[config.mk]
export PLATFORM = sky130hd
export DESIGN_NAME = booth_r4_serial_mac
export DESIGN_NICKNAME = d
export VERILOG_FILES = /design/src/rtl/booth_r4_serial_mac.sv
export SDC_FILE = /design/constraint.sdc
export NUM_CORES = 1
export LEC_CHECK = 0
export ABC_CLOCK_PERIOD_IN_PS = 4050
export CORE_MARGIN = 2
export CORE_UTILIZATION = 30
export CTS_CLUSTER_DIAMETER = 40
export DETAILED_ROUTE_END_ITERATION = 16
export SLEW_MARGIN = 0
export SYNTH_ARGS = -nofsm -noshare
export SYNTH_HDL_FRONTEND = slang
export SYNTH_SLANG_ARGS = --single-unit
[constraint.sdc]
create_clock -name clk -period 4.05 [get_ports clk]
set_clock_uncertainty 0.1 [all_clocks]
set_input_delay 0.81 -clock clk [delete_from_list [all_inputs] [get_ports clk]]
set_output_delay 0.81 -clock clk [all_outputs]
set_load 0.05 [all_outputs]
[src/rtl/booth_r4_serial_mac.sv]
//-----------------------------------------------------------------------------
// booth_r4_serial_mac
//
// Iterative radix-4 Booth multiplier/accumulator. Operand A is recoded into
// Booth digits {-2,-1,0,+1,+2}; PP_PER_CYCLE shifted partial products of B are
// added into an internal accumulator each BUSY cycle. The result is returned
// on a valid/ready stream. With in_acc=1 the new product is added to the
// previous result (MAC); otherwise the accumulator starts from zero.
//
// Ports:
//   clk          clock, rising edge
//   rst          asynchronous reset, active-high
//   in_valid     operand transaction valid
//   in_ready     block can accept a transaction (high only in IDLE)
//   in_a         multiplier, Booth-recoded       [A_WIDTH]
//   in_b         multiplicand                    [B_WIDTH]
//   in_signed    1: operands two's complement, 0: unsigned
//   in_acc       1: accumulate onto previous result, 0: fresh product
//   out_valid    out_product valid
//   out_ready    consumer accepts out_product
//   out_product  result modulo 2^(A_WIDTH+B_WIDTH)
//-----------------------------------------------------------------------------
`timescale 1ns/1ps

module booth_r4_serial_mac #(
    parameter int A_WIDTH      = 8,
    parameter int B_WIDTH      = 8,
    parameter int PP_PER_CYCLE = 1
) (
    input  logic                         clk,
    input  logic                         rst,
    input  logic                         in_valid,
    output logic                         in_ready,
    input  logic [A_WIDTH-1:0]           in_a,
    input  logic [B_WIDTH-1:0]           in_b,
    input  logic                         in_signed,
    input  logic                         in_acc,
    output logic                         out_valid,
    input  logic                         out_ready,
    output logic [A_WIDTH+B_WIDTH-1:0]   out_product
);

    localparam int NUM_PP  = A_WIDTH / 2 + 1;
    localparam int P_WIDTH = A_WIDTH + B_WIDTH;
    localparam int ACC_W   = P_WIDTH + 2;
    // idx never exceeds C*PP_PER_CYCLE < NUM_PP + PP_PER_CYCLE
    localparam int IDX_W   = $clog2(NUM_PP + PP_PER_CYCLE + 1);

    typedef enum logic [1:0] {
        S_IDLE,
        S_BUSY,
        S_DONE
    } state_t;

    state_t               r_state;
    state_t               w_next;
    logic [A_WIDTH+1:0]   r_a_ext;
    logic [B_WIDTH:0]     r_b_ext;
    logic [ACC_W-1:0]     r_acc;
    logic [IDX_W-1:0]     r_idx;

    logic                 w_ext_a;
    logic                 w_ext_b;
    logic [A_WIDTH+2:0]   w_a_pad;
    logic [ACC_W-1:0]     w_b_se;
    logic [ACC_W-1:0]     w_b2;
    logic [ACC_W-1:0]     w_pp_sum;
    logic                 w_last;

    assign w_ext_a = in_signed & in_a[A_WIDTH-1];
    assign w_ext_b = in_signed & in_b[B_WIDTH-1];

    // a_ext[-1] = 0 appended so digit k uses bits [2k+2:2k] of the padded vector
    assign w_a_pad = {r_a_ext, 1'b0};
    assign w_b_se  = {{(ACC_W-B_WIDTH-1){r_b_ext[B_WIDTH]}}, r_b_ext};
    assign w_b2    = w_b_se << 1;

    assign w_last  = (32'(r_idx) + 32'(PP_PER_CYCLE)) >= 32'(NUM_PP);

    //-------------------------------------------------------------------------
    // Partial-product sum for the digits handled this cycle
    //-------------------------------------------------------------------------
    always_comb begin
        logic [A_WIDTH+2:0] v_shift;
        logic [2:0]         v_trip;
        logic [ACC_W-1:0]   v_mult;
        int unsigned        v_k;
        w_pp_sum = '0;
        v_shift  = '0;
        v_trip   = '0;
        v_mult   = '0;
        v_k      = 0;
        for (int unsigned j = 0; j < PP_PER_CYCLE; j++) begin
            v_k     = 32'(r_idx) + j;
            v_shift = w_a_pad >> (2 * v_k);
            v_trip  = v_shift[2:0];
            case (v_trip)
                3'b001, 3'b010: v_mult = w_b_se;
                3'b011:         v_mult = w_b2;
                3'b100:         v_mult = -w_b2;
                3'b101, 3'b110: v_mult = -w_b_se;
                default:        v_mult = '0;
            endcase
            if (v_k < 32'(NUM_PP)) begin
                w_pp_sum = w_pp_sum + (v_mult << (2 * v_k));
            end
        end
    end

    //-------------------------------------------------------------------------
    // FSM
    //-------------------------------------------------------------------------
    always_ff @(posedge clk or posedge rst) begin
        if (rst) begin
            r_state <= S_IDLE;
        end else begin
            r_state <= w_next;
        end
    end

    always_comb begin
        w_next    = r_state;
        in_ready  = 1'b0;
        out_valid = 1'b0;
        case (r_state)
            S_IDLE: begin
                in_ready = 1'b1;
                if (in_valid) begin
                    w_next = S_BUSY;
                end
            end
            S_BUSY: begin
                if (w_last) begin
                    w_next = S_DONE;
                end
            end
            S_DONE: begin
                out_valid = 1'b1;
                if (out_ready) begin
                    w_next = S_IDLE;
                end
            end
            default: w_next = S_IDLE;
        endcase
    end

    //-------------------------------------------------------------------------
    // Datapath
    //-------------------------------------------------------------------------
    always_ff @(posedge clk or posedge rst) begin
        if (rst) begin
            r_a_ext <= '0;
            r_b_ext <= '0;
            r_acc   <= '0;
            r_idx   <= '0;
        end else begin
            case (r_state)
                S_IDLE: begin
                    if (in_valid) begin
                        r_a_ext <= {w_ext_a, w_ext_a, in_a};
                        r_b_ext <= {w_ext_b, in_b};
                        r_acc   <= in_acc ? r_acc : '0;
                        r_idx   <= '0;
                    end
                end
                S_BUSY: begin
                    r_acc <= r_acc + w_pp_sum;
                    r_idx <= r_idx + IDX_W'(PP_PER_CYCLE);
                end
                default: ;
            endcase
        end
    end

    assign out_product = r_acc[P_WIDTH-1:0];

endmodule
==> reports/qor.csv <==
metric;value;unit
post-route setup slack;-255;ps
fmax;232;MHz
Die H;109;um
ant diodes;0;
DR vias;3464;
post-route insts no fill;672;
die span in x;109;um
Starting Density;30.7;%
first-pass GRT wire length;16700;um
post-synthesis mux area share;6.46;%
Bufs on Longest Clock Path;2;
vias per cell;5.15;
startpoint class of the critical path;flip-flop;
failing checks;negative setup slack;
commonest cells after routing, fill and taps aside;buf_4, nand2_1, clkdlybuf4s50_1, dfrtp_1, nor2_1;
port bufs;39;
RSZ-0062 raised after global routing;true;
Period Utilization, post-route;106;%
pins over their slew limit;0;
Critical Path RT;4180;ps
DRC violation count after routing;0;
max_cap viols;0;
Routed WL;10100;um
post-synthesis net count;447;
Slew @ Worst Pin;798;ps
final worst path period need;4300;ps
cts hold-fix bufs;0;
Sink Count;39;
CTS tree;built;
Adder-Cell Fraction of Synth Area;7.40;%
DR pass1 iterations;4;
DIE AREA;0.0119;mm^2
Syn Area/Cell;8.16;um^2
post-synthesis xor/xnor area fraction;4.49;%
Starting DRT DRC Count;111;
Synth Cell Area;0.00331;mm^2
setup violators final;5;
Total Routing Usage GR;17.7;%
Final Hold Viols;0;
H-tree depth;2;
wire per inst;15.1;um
worst rel slew slack;46.7;%
largest net degree at the start of global routing;24;
EDFF count, synth;0;
Area Growth Syn to Fin;51.7;%
HP Class;flip-flop to flip-flop;
dpl hpwl;7650;um
Post-Syn Instances;406;
Rows;38;
status;finished with violations;
Critical Path AT;4430;ps
Post-Synth Simple-Gate Area;23.6;%
cell area after layout;0.00503;mm^2
main combinational cell family by area after synthesis;compound AO/OA/AOI/OAI gates;
clock latency on the worst-skew pair;300;ps
Ys Warns;0;
Crit Path Class;flip-flop to flip-flop;
Placed Area;0.00448;mm^2
CP endpoint kind;flip-flop;
Filler cells;1046;
number of CTS-inserted buffers;5;
routability cong.;0.960;
initial antenna violation count;0;
async set-reset flop share out of synthesis;100;%
Nets;572;
Top FF cell, synth;dfrtp_1;
synth unique cells;65;
gr ovfl total;0;
register clock-pin slew on the reported worst setup and hold paths;90;ps
clock root buffer;clkbuf_8;
vias in the first global route;3428;
Worst Path Max Fanout;4;
DP Cell Count;641;
layout cells sized above 1;35.0;%
CORE AREA;0.0108;mm^2
io pins;40;
compound-gate portion of the synthesized area;24.4;%
Synth Register Bits;39;
post-route ant nets;0;
most common cell after layout, fill and taps aside;buf_4;
sequential element share of the synthesized area;29.4;%
[cell families after synthesis]
kind of cell / Yosys count
AND/OR/NAND/NOR: 164
AO/OA/AOI/OAI: 116
flip-flops: 39
buffers and inverters: 34
adder cells (fa/ha/maj): 19
XOR/XNOR: 17
multiplexers: 17
[area by class of cell]
type	count	area, um^2	area share [%]
multi-input combinational	333	2570	51.2
clock inverter	3	20.0	0.398
inverter	13	48.8	0.971
timing repair buffer	139	1160	23.2
clock buffer	5	68.8	1.37
tap	140	175	3.48
sequential	39	977	19.4
[cell usage after synthesis, types with 7 or more instances]
master / instances / area share [%]
dfrtp_1: 39 / 29
a21oi_1: 19 / 2.9
a31oi_1: 8 / 1.5
nand3_1: 9 / 1.4
a21o_1: 10 / 2.3
nor2_1: 25 / 2.8
xnor2_1: 8 / 2.1
mux2i_1: 9 / 2.7
nand2_1: 76 / 8.6
ha_1: 18 / 6.8
nor3_1: 12 / 1.8
xor2_1: 9 / 2.4
or3_1: 7 / 1.3
o21ai_0: 25 / 3.8
inv_1: 11 / 1.2
clkbuf_1: 16 / 1.8
[sequential cells by signal (all words and copies together) (netlist names)]
register and cells:
r_acc 16, r_a_ext 9, r_idx 3, r_b_ext 9, r_state 2
[per-layer routing]
metal / global-route usage (%) / part of all wire (%) / vias up
li1: - / - / 1735
met1: 23.5 / 46 / 1663
met2: 29.9 / 49 / 51
met3: 2.39 / 2.7 / 15
met4: 4.76 / 2.2 / 0
met5: 0 / 0 / -
[per-stage QoR]
step / util [%] / TNS (ps) / worst slack, ps / hold WS (ps)
detailed placement: 41.5 / -1620 / -386 / 379
global route: 46.6 / -1770 / -439 / 457
CTS: 44.9 / -1010 / -261 / 417
global placement: 41.5 / -1230 / -369 / 375
floorplan: - / -10.9 / -10.9 / 340
finish: 46.6 / -890 / -255 / 425
[worst max-delay path, stage by stage (launching register included)]
cell,delay [ps]
dfrtp_2,420
mux4_2,570
a21oi_4,220
nor4_4,60
buf_4,150
buf_4,130
a21o_1,170
a221o_1,360
mux2_2,280
mux2i_1,120
nor2_1,60
ha_1,300
and3_4,200
nand3_4,90
a31oi_4,180
a221oi_2,100
or4_4,430
a211oi_2,180
o21bai_1,130
[path summary, 6_finish.rpt]
kind                                 start          to  slack [ps]  cells after the start
worst min register to register  r_a_ext[2]  r_a_ext[2]         430                      2
worst max register to register    r_idx[0]   r_acc[15]        -250                     18
worst max-delay path              r_idx[0]   r_acc[15]        -250                     18
min in group asynchronous              rst  r_a_ext[8]         850                      2
max in group asynchronous              rst    r_acc[7]        2240                      3
worst min-delay path            r_a_ext[2]  r_a_ext[2]         430                      2
[timing repair]
action                                  in CTS  in global routing
endpoints found under the setup margin       7                 10
pin swaps                                   17                 12
setup buffers                               15                  8
gates cloned                                 0                  0
resized for setup                           33                 27
Power is left out: the tool's default activity adds up to more than one toggle a clock period on the data nets, which glitch-free logic cannot reach.
